### config.mk
export PLATFORM = sky130hd
export DESIGN_NAME = sequence_generator_moore
export DESIGN_NICKNAME = d
export VERILOG_FILES = /design/src/rtl/seq_pkg.sv /design/src/rtl/sequence_shift_reg.sv /design/src/rtl/sequence_generator_moore.sv
export SDC_FILE = /design/constraint.sdc
export NUM_CORES = 1
export LEC_CHECK = 0
export BUFFER_PORTS_ARGS = -buffer_cell sky130_fd_sc_hd__buf_4
export CORE_MARGIN = 3
export CORE_UTILIZATION = 47
export DETAILED_ROUTE_END_ITERATION = 8
export HOLD_SLACK_MARGIN = 0.02
export PLACE_DENSITY = 0.69
export REMOVE_ABC_BUFFERS = 1
export SLEW_MARGIN = 10
export SYNTH_ARGS = -nofsm -noshare
export SYNTH_HDL_FRONTEND = slang
export SYNTH_HIERARCHICAL = 1
export SYNTH_SLANG_ARGS = --single-unit
### constraint.sdc
create_clock -name clock -period 1.8 [get_ports clock]
set_clock_uncertainty 0.2 [all_clocks]
set_input_delay 0.36 -clock clock [delete_from_list [all_inputs] [get_ports clock]]
set_output_delay 0.36 -clock clock [all_outputs]
set_load 0.02 [all_outputs]
### src/rtl/seq_pkg.sv
// Shared definitions for the serial pattern transmitter: Gray-coded FSM
// state constants, the default pattern and a small state-decode helper.
package seq_pkg;

   // Gray sequence IDLE -> SHIFT -> GAP -> DONE: adjacent states differ in one bit
   localparam logic [1:0] ST_IDLE  = 2'b00;
   localparam logic [1:0] ST_SHIFT = 2'b01;
   localparam logic [1:0] ST_GAP   = 2'b11;
   localparam logic [1:0] ST_DONE  = 2'b10;

   // Pattern held in the shift register after reset
   localparam logic [3:0] PAT_DEFAULT = 4'b1011;

   // A transmission is in progress while shifting data or inserting gap bits
   function automatic logic state_is_busy(input logic [1:0] st);
      return (st == ST_SHIFT) || (st == ST_GAP);
   endfunction

endpackage

### src/rtl/sequence_shift_reg.sv
// Parallel-load, MSB-first shift register for the pattern transmitter.
// Shifting rotates the register left, so after PAT_W shifts the original
// pattern is back in place and the next copy needs no reload. The bit index
// counts the remaining bits of the current copy; 'last' flags bit 0.
module sequence_shift_reg #(
   parameter int               PAT_W   = 4,
   parameter logic [PAT_W-1:0] PAT_RST = 4'b1011
) (
   input  logic             clock,
   input  logic             reset_n,
   input  logic             load,
   input  logic             shift,
   input  logic [PAT_W-1:0] data_in,
   output logic             tap,
   output logic             tap_next,
   output logic             last
);

   localparam int               IDX_W    = (PAT_W > 1) ? $clog2(PAT_W) : 1;
   localparam logic [IDX_W-1:0] IDX_LAST = IDX_W'(PAT_W - 1);

   logic [PAT_W-1:0] sr_reg;
   logic [PAT_W-1:0] sr_next;
   logic [PAT_W-1:0] rot;
   logic [IDX_W-1:0] idx_reg;
   logic [IDX_W-1:0] idx_next;

   // Rotate-left view of the register: MSB wraps around to bit 0
   assign rot[0] = sr_reg[PAT_W-1];
   generate
      for (genvar gi = 1; gi < PAT_W; gi++) begin : g_rot
         assign rot[gi] = sr_reg[gi-1];
      end
   endgenerate

   // Next register contents and bit index; load wins over shift
   always_comb begin
      sr_next  = sr_reg;
      idx_next = idx_reg;
      if (load) begin
         sr_next  = data_in;
         idx_next = IDX_LAST;
      end else if (shift) begin
         sr_next  = rot;
         // Reload at the end of a copy instead of wrapping below zero
         idx_next = (idx_reg == '0) ? IDX_LAST : (idx_reg - IDX_W'(1));
      end
   end

   // Register update with asynchronous reset to the default pattern
   always_ff @(posedge clock or negedge reset_n) begin
      if (!reset_n) begin
         sr_reg  <= PAT_RST;
         idx_reg <= '0;
      end else begin
         sr_reg  <= sr_next;
         idx_reg <= idx_next;
      end
   end

   assign tap      = sr_reg[PAT_W-1];
   assign tap_next = sr_next[PAT_W-1];
   assign last     = (idx_reg == '0);

endmodule

### src/rtl/sequence_generator_moore.sv
// Serial pattern transmitter. Sends a latched PAT_W-bit pattern MSB-first,
// one bit per clock, a requested number of times with optional zero gap
// bits between copies, then pulses done. All outputs are registered and
// decoded from the next state so they change only on the clock edge.
module sequence_generator_moore
   import seq_pkg::*;
#(
   parameter int               PAT_W    = 4,
   parameter logic [PAT_W-1:0] PAT_RST  = PAT_DEFAULT,
   parameter int               CNT_W    = 4,
   parameter int               GAP_BITS = 0
) (
   input  logic             clock,
   input  logic             reset_n,
   input  logic             start,
   input  logic [PAT_W-1:0] pattern_in,
   input  logic [CNT_W-1:0] repeat_cnt,
   input  logic             abort,
   output logic             ready,
   output logic             busy,
   output logic             sequence_out,
   output logic             done
);

   // A zero-bit gap counter is not legal, so keep at least one bit
   localparam int                GAP_CW   = (GAP_BITS > 0) ? $clog2(GAP_BITS + 1) : 1;
   localparam logic [GAP_CW-1:0] GAP_LOAD = GAP_CW'(GAP_BITS);

   logic [1:0]        state_reg;
   logic [1:0]        state_next;
   logic [CNT_W-1:0]  reps_reg;
   logic [CNT_W-1:0]  reps_next;
   logic [GAP_CW-1:0] gap_reg;
   logic [GAP_CW-1:0] gap_next;

   logic              seq_out_reg;
   logic              seq_out_next;
   logic              done_reg;
   logic              done_next;
   logic              busy_reg;
   logic              busy_next;
   logic              ready_reg;
   logic              ready_next;

   logic              sr_load;
   logic              sr_shift;
   logic              sr_tap;
   logic              sr_tap_next;
   logic              sr_last;

   sequence_shift_reg #(
      .PAT_W   (PAT_W),
      .PAT_RST (PAT_RST)
   ) u_shift (
      .clock    (clock),
      .reset_n  (reset_n),
      .load     (sr_load),
      .shift    (sr_shift),
      .data_in  (pattern_in),
      .tap      (sr_tap),
      .tap_next (sr_tap_next),
      .last     (sr_last)
   );

   // FSM transitions plus repeat and gap counter bookkeeping
   always_comb begin
      state_next = state_reg;
      reps_next  = reps_reg;
      gap_next   = gap_reg;
      sr_load    = 1'b0;
      sr_shift   = 1'b0;
      case (state_reg)
         ST_IDLE: begin
            // abort has nothing to cancel here, so start is taken as is
            if (start) begin
               sr_load    = 1'b1;
               reps_next  = (repeat_cnt == '0) ? CNT_W'(1) : repeat_cnt;
               state_next = ST_SHIFT;
            end
         end
         ST_SHIFT: begin
            if (abort) begin
               reps_next  = '0;
               state_next = ST_IDLE;
            end else begin
               sr_shift = 1'b1;
               if (sr_last) begin
                  // reps is at least 1 while shifting, so this never wraps
                  reps_next = reps_reg - CNT_W'(1);
                  if (reps_reg != CNT_W'(1)) begin
                     if (GAP_BITS > 0) begin
                        gap_next   = GAP_LOAD;
                        state_next = ST_GAP;
                     end
                     // without a gap the rotated register already holds
                     // the pattern again, so shifting simply continues
                  end else begin
                     state_next = ST_DONE;
                  end
               end
            end
         end
         ST_GAP: begin
            if (abort) begin
               reps_next  = '0;
               gap_next   = '0;
               state_next = ST_IDLE;
            end else if (gap_reg <= GAP_CW'(1)) begin
               gap_next   = '0;
               state_next = ST_SHIFT;
            end else begin
               gap_next = gap_reg - GAP_CW'(1);
            end
         end
         ST_DONE: begin
            state_next = ST_IDLE;
         end
         default: begin
            reps_next  = '0;
            gap_next   = '0;
            state_next = ST_IDLE;
         end
      endcase
   end

   // Moore outputs decoded from the next state, registered below
   always_comb begin
      seq_out_next = (state_next == ST_SHIFT) ? sr_tap_next : 1'b0;
      done_next    = (state_next == ST_DONE);
      busy_next    = state_is_busy(state_next);
      ready_next   = (state_next == ST_IDLE);
   end

   // State, counters and output registers with asynchronous reset
   always_ff @(posedge clock or negedge reset_n) begin
      if (!reset_n) begin
         state_reg   <= ST_IDLE;
         reps_reg    <= '0;
         gap_reg     <= '0;
         seq_out_reg <= 1'b0;
         done_reg    <= 1'b0;
         busy_reg    <= 1'b0;
         ready_reg   <= 1'b1;
      end else begin
         state_reg   <= state_next;
         reps_reg    <= reps_next;
         gap_reg     <= gap_next;
         seq_out_reg <= seq_out_next;
         done_reg    <= done_next;
         busy_reg    <= busy_next;
         ready_reg   <= ready_next;
      end
   end

   assign sequence_out = seq_out_reg;
   assign done         = done_reg;
   assign busy         = busy_reg;
   assign ready        = ready_reg;

   // The current tap is only consumed through tap_next; keep it observable
   logic unused_tap;
   assign unused_tap = sr_tap;

endmodule

==> metrics.yaml <==
drtPass1Iterations: 3
grt_pass1_vias: 611
dieWidth_um: 47.44
post_cts_buffers: 0
routed_wl_um: 1542
die_area_um2: 2250
area_growth_pct: 23.88
yosys.area.top_type: "dfrtp_1"
synth-seq-cells: 15
setup_viol_count_final: 0
yosysMostFrequentCell: "dfrtp_1"
clock_sinks: 15
min_period_over_period_pct: 95.63
yosysWarnings: 6
layout-drive-gt1-share_pct: 33.33
powerDensity_nw_per_um2: 1090
fin_nets: 115
min_path_type: "primary input to flip-flop"
avgSynthCellArea_um2: 10.62
netlist.area_leader.share_pct: 34.11
clock_path_buffers: 2
synth_edf_count: 0
core-area_um2: 1559
gp_congestion: 0.8431
start_util_pct: 51.77
yosysSeqAreaShare_pct: 47.13
synthTopCellsByArea: "dfrtp_1, dfstp_2, mux2i_1, ha_1, nand2_1"
clk_pin_slew_ps: 80
synth_common_cells: "dfrtp_1, nand2_1, inv_1"
critical_path_arrival_ps: 1680
p_leak_nw: 0.4776
die_h_um: 47.44
fmax_ghz: 0.5810
path_class: "flip-flop to flip-flop"
grt_pass1_wl_um: 2594
io-pin-count: 16
crit_required_ps: 1760
async_flop_share_pct: 100.0
grtUsageTotal_pct: 16.93
grt_max_degree: 16
root_buffer: "clkbuf_4"
antenna-diode-count: 0
ant_nets: 0
ys.flop_type: "dfrtp_1"
ir_worst_vdd_mv: 0.6919
clock_latency_ps: 280
end_kind: "flip-flop"
grt_overflow_total: 0
outcome: "finished, final reports clean"
drv_cap: 0
period_needed_ps: 1721
netlist_area_um2: 807.0
maxSlewHeadroom_pct: 75.21
cts_buffers: 3
rsz0062_at_grt: "false"
vias_per_cell: 5.426
drc: 0
postSynthCellCount: 76
final_util_pct: 64.13
worst_pin_slew_ps: 366.9
path_max_fanout: 3
port_buffers: 15
ys_types: 32
drtIter0Drc: 11
hpwl_um: 1212
hold_viol: 0
antenna_found_initial: 0
post_drt_wl_per_cell_um: 13.41
vias: 624
worstSetupStartpointType: "flip-flop"
slew_viol_final: 0
cts_tree: "done"
hold_slack_ps: 90.32
htree_num_levels: 1
rows: 14
stage by stage:
step	power (W)	TNS (ps)	setup slack, ps	area, um2	instances
floorplan	0.0007687	-318.6	-216.2	780.7	73
global placement	0.0008979	0	37.48	958.4	110
detailed placement	0.0009072	0	6.435	958.4	110
CTS	0.001098	0	66.10	994.7	115
global route	0.001182	0	1.944	999.7	115
finish	0.001090	0	78.74	999.7	115
path summary, 6_finish.rpt:
| kind | end | from | cells after the start | slack [ps] |
|---|---|---|---|---|
| min in group asynchronous | sequence_out | reset_n | 2 | 260 |
| min reg2reg | reps_reg[1] | reps_reg[1] | 1 | 330 |
| max in group asynchronous | u_shift/sr_reg[0] | reset_n | 2 | 890 |
| max reg2reg | reps_reg[0] | busy | 5 | 80 |
| min | u_shift/sr_reg[2] | pattern_in[2] | 3 | 90 |
| max | reps_reg[0] | busy | 5 | 80 |
cell families after synthesis:
logic type,Yosys count,synth area share (%)
AND/OR/NAND/NOR,24,17.21
AO/OA/AOI/OAI,16,14.42
XOR/XNOR,1,1.085
flip-flops,15,47.13
multiplexers,7,8.992
adder cells (fa/ha/maj),3,4.652
buffers and inverters,10,6.512
area by class of cell:
cell class | count | area (um2)
Clock buffer | 4 | 26.28
Timing Repair Buffer | 22 | 167.7
Inverter | 7 | 26.28
Multi-Input combinational cell | 51 | 379.1
Tap cell | 16 | 20.02
Sequential cell | 15 | 380.4
Fill cell | 132 | 559.3
cell usage in the layout, fill, tap and decap left out, types with 2 or more instances in the layout:
cell	Yosys	layout
nor4bb_1	2	2
nand2_1	8	8
nand2b_1	2	2
nand3_1	2	2
a21o_1	2	2
dfstp_2	4	4
mux2_2	2	2
ha_1	3	3
clkbuf_4	0	3
buf_4	0	21
dfrtp_1	11	11
inv_1	7	7
o21ai_0	5	4
mux2i_1	5	5
nor2_1	2	2
repair_timing:
action	4_1_cts	5_1_grt
hold buffers	1	0
endpoints found under the hold margin	15	0
gates resized for setup	0	2
endpoints found under the setup margin	0	3
worst max-delay path, stage by stage, from the launching register on:
cell and delay (ps):
dfrtp_1 390, or3b_4 250, inv_1 70, buf_4 140
a221o_1 290, mux2_2 260
per-layer routing:
layer	track usage (%)	up-vias	part of all wire (%)
met5	0	-	0
met4	3.315	0	0
met3	7.895	0	4.9
met2	26.47	11	51
met1	21.55	296	44
li1	-	317	-
report_power, final:
group / switching, W / internal (W)
logic: 0.000192 / 0.000197
registers: 0.0000716 / 0.000449
clock network: 0.0000953 / 0.0000860
total: 0.000359 / 0.000731
Power figures use the tool's default switching activity.
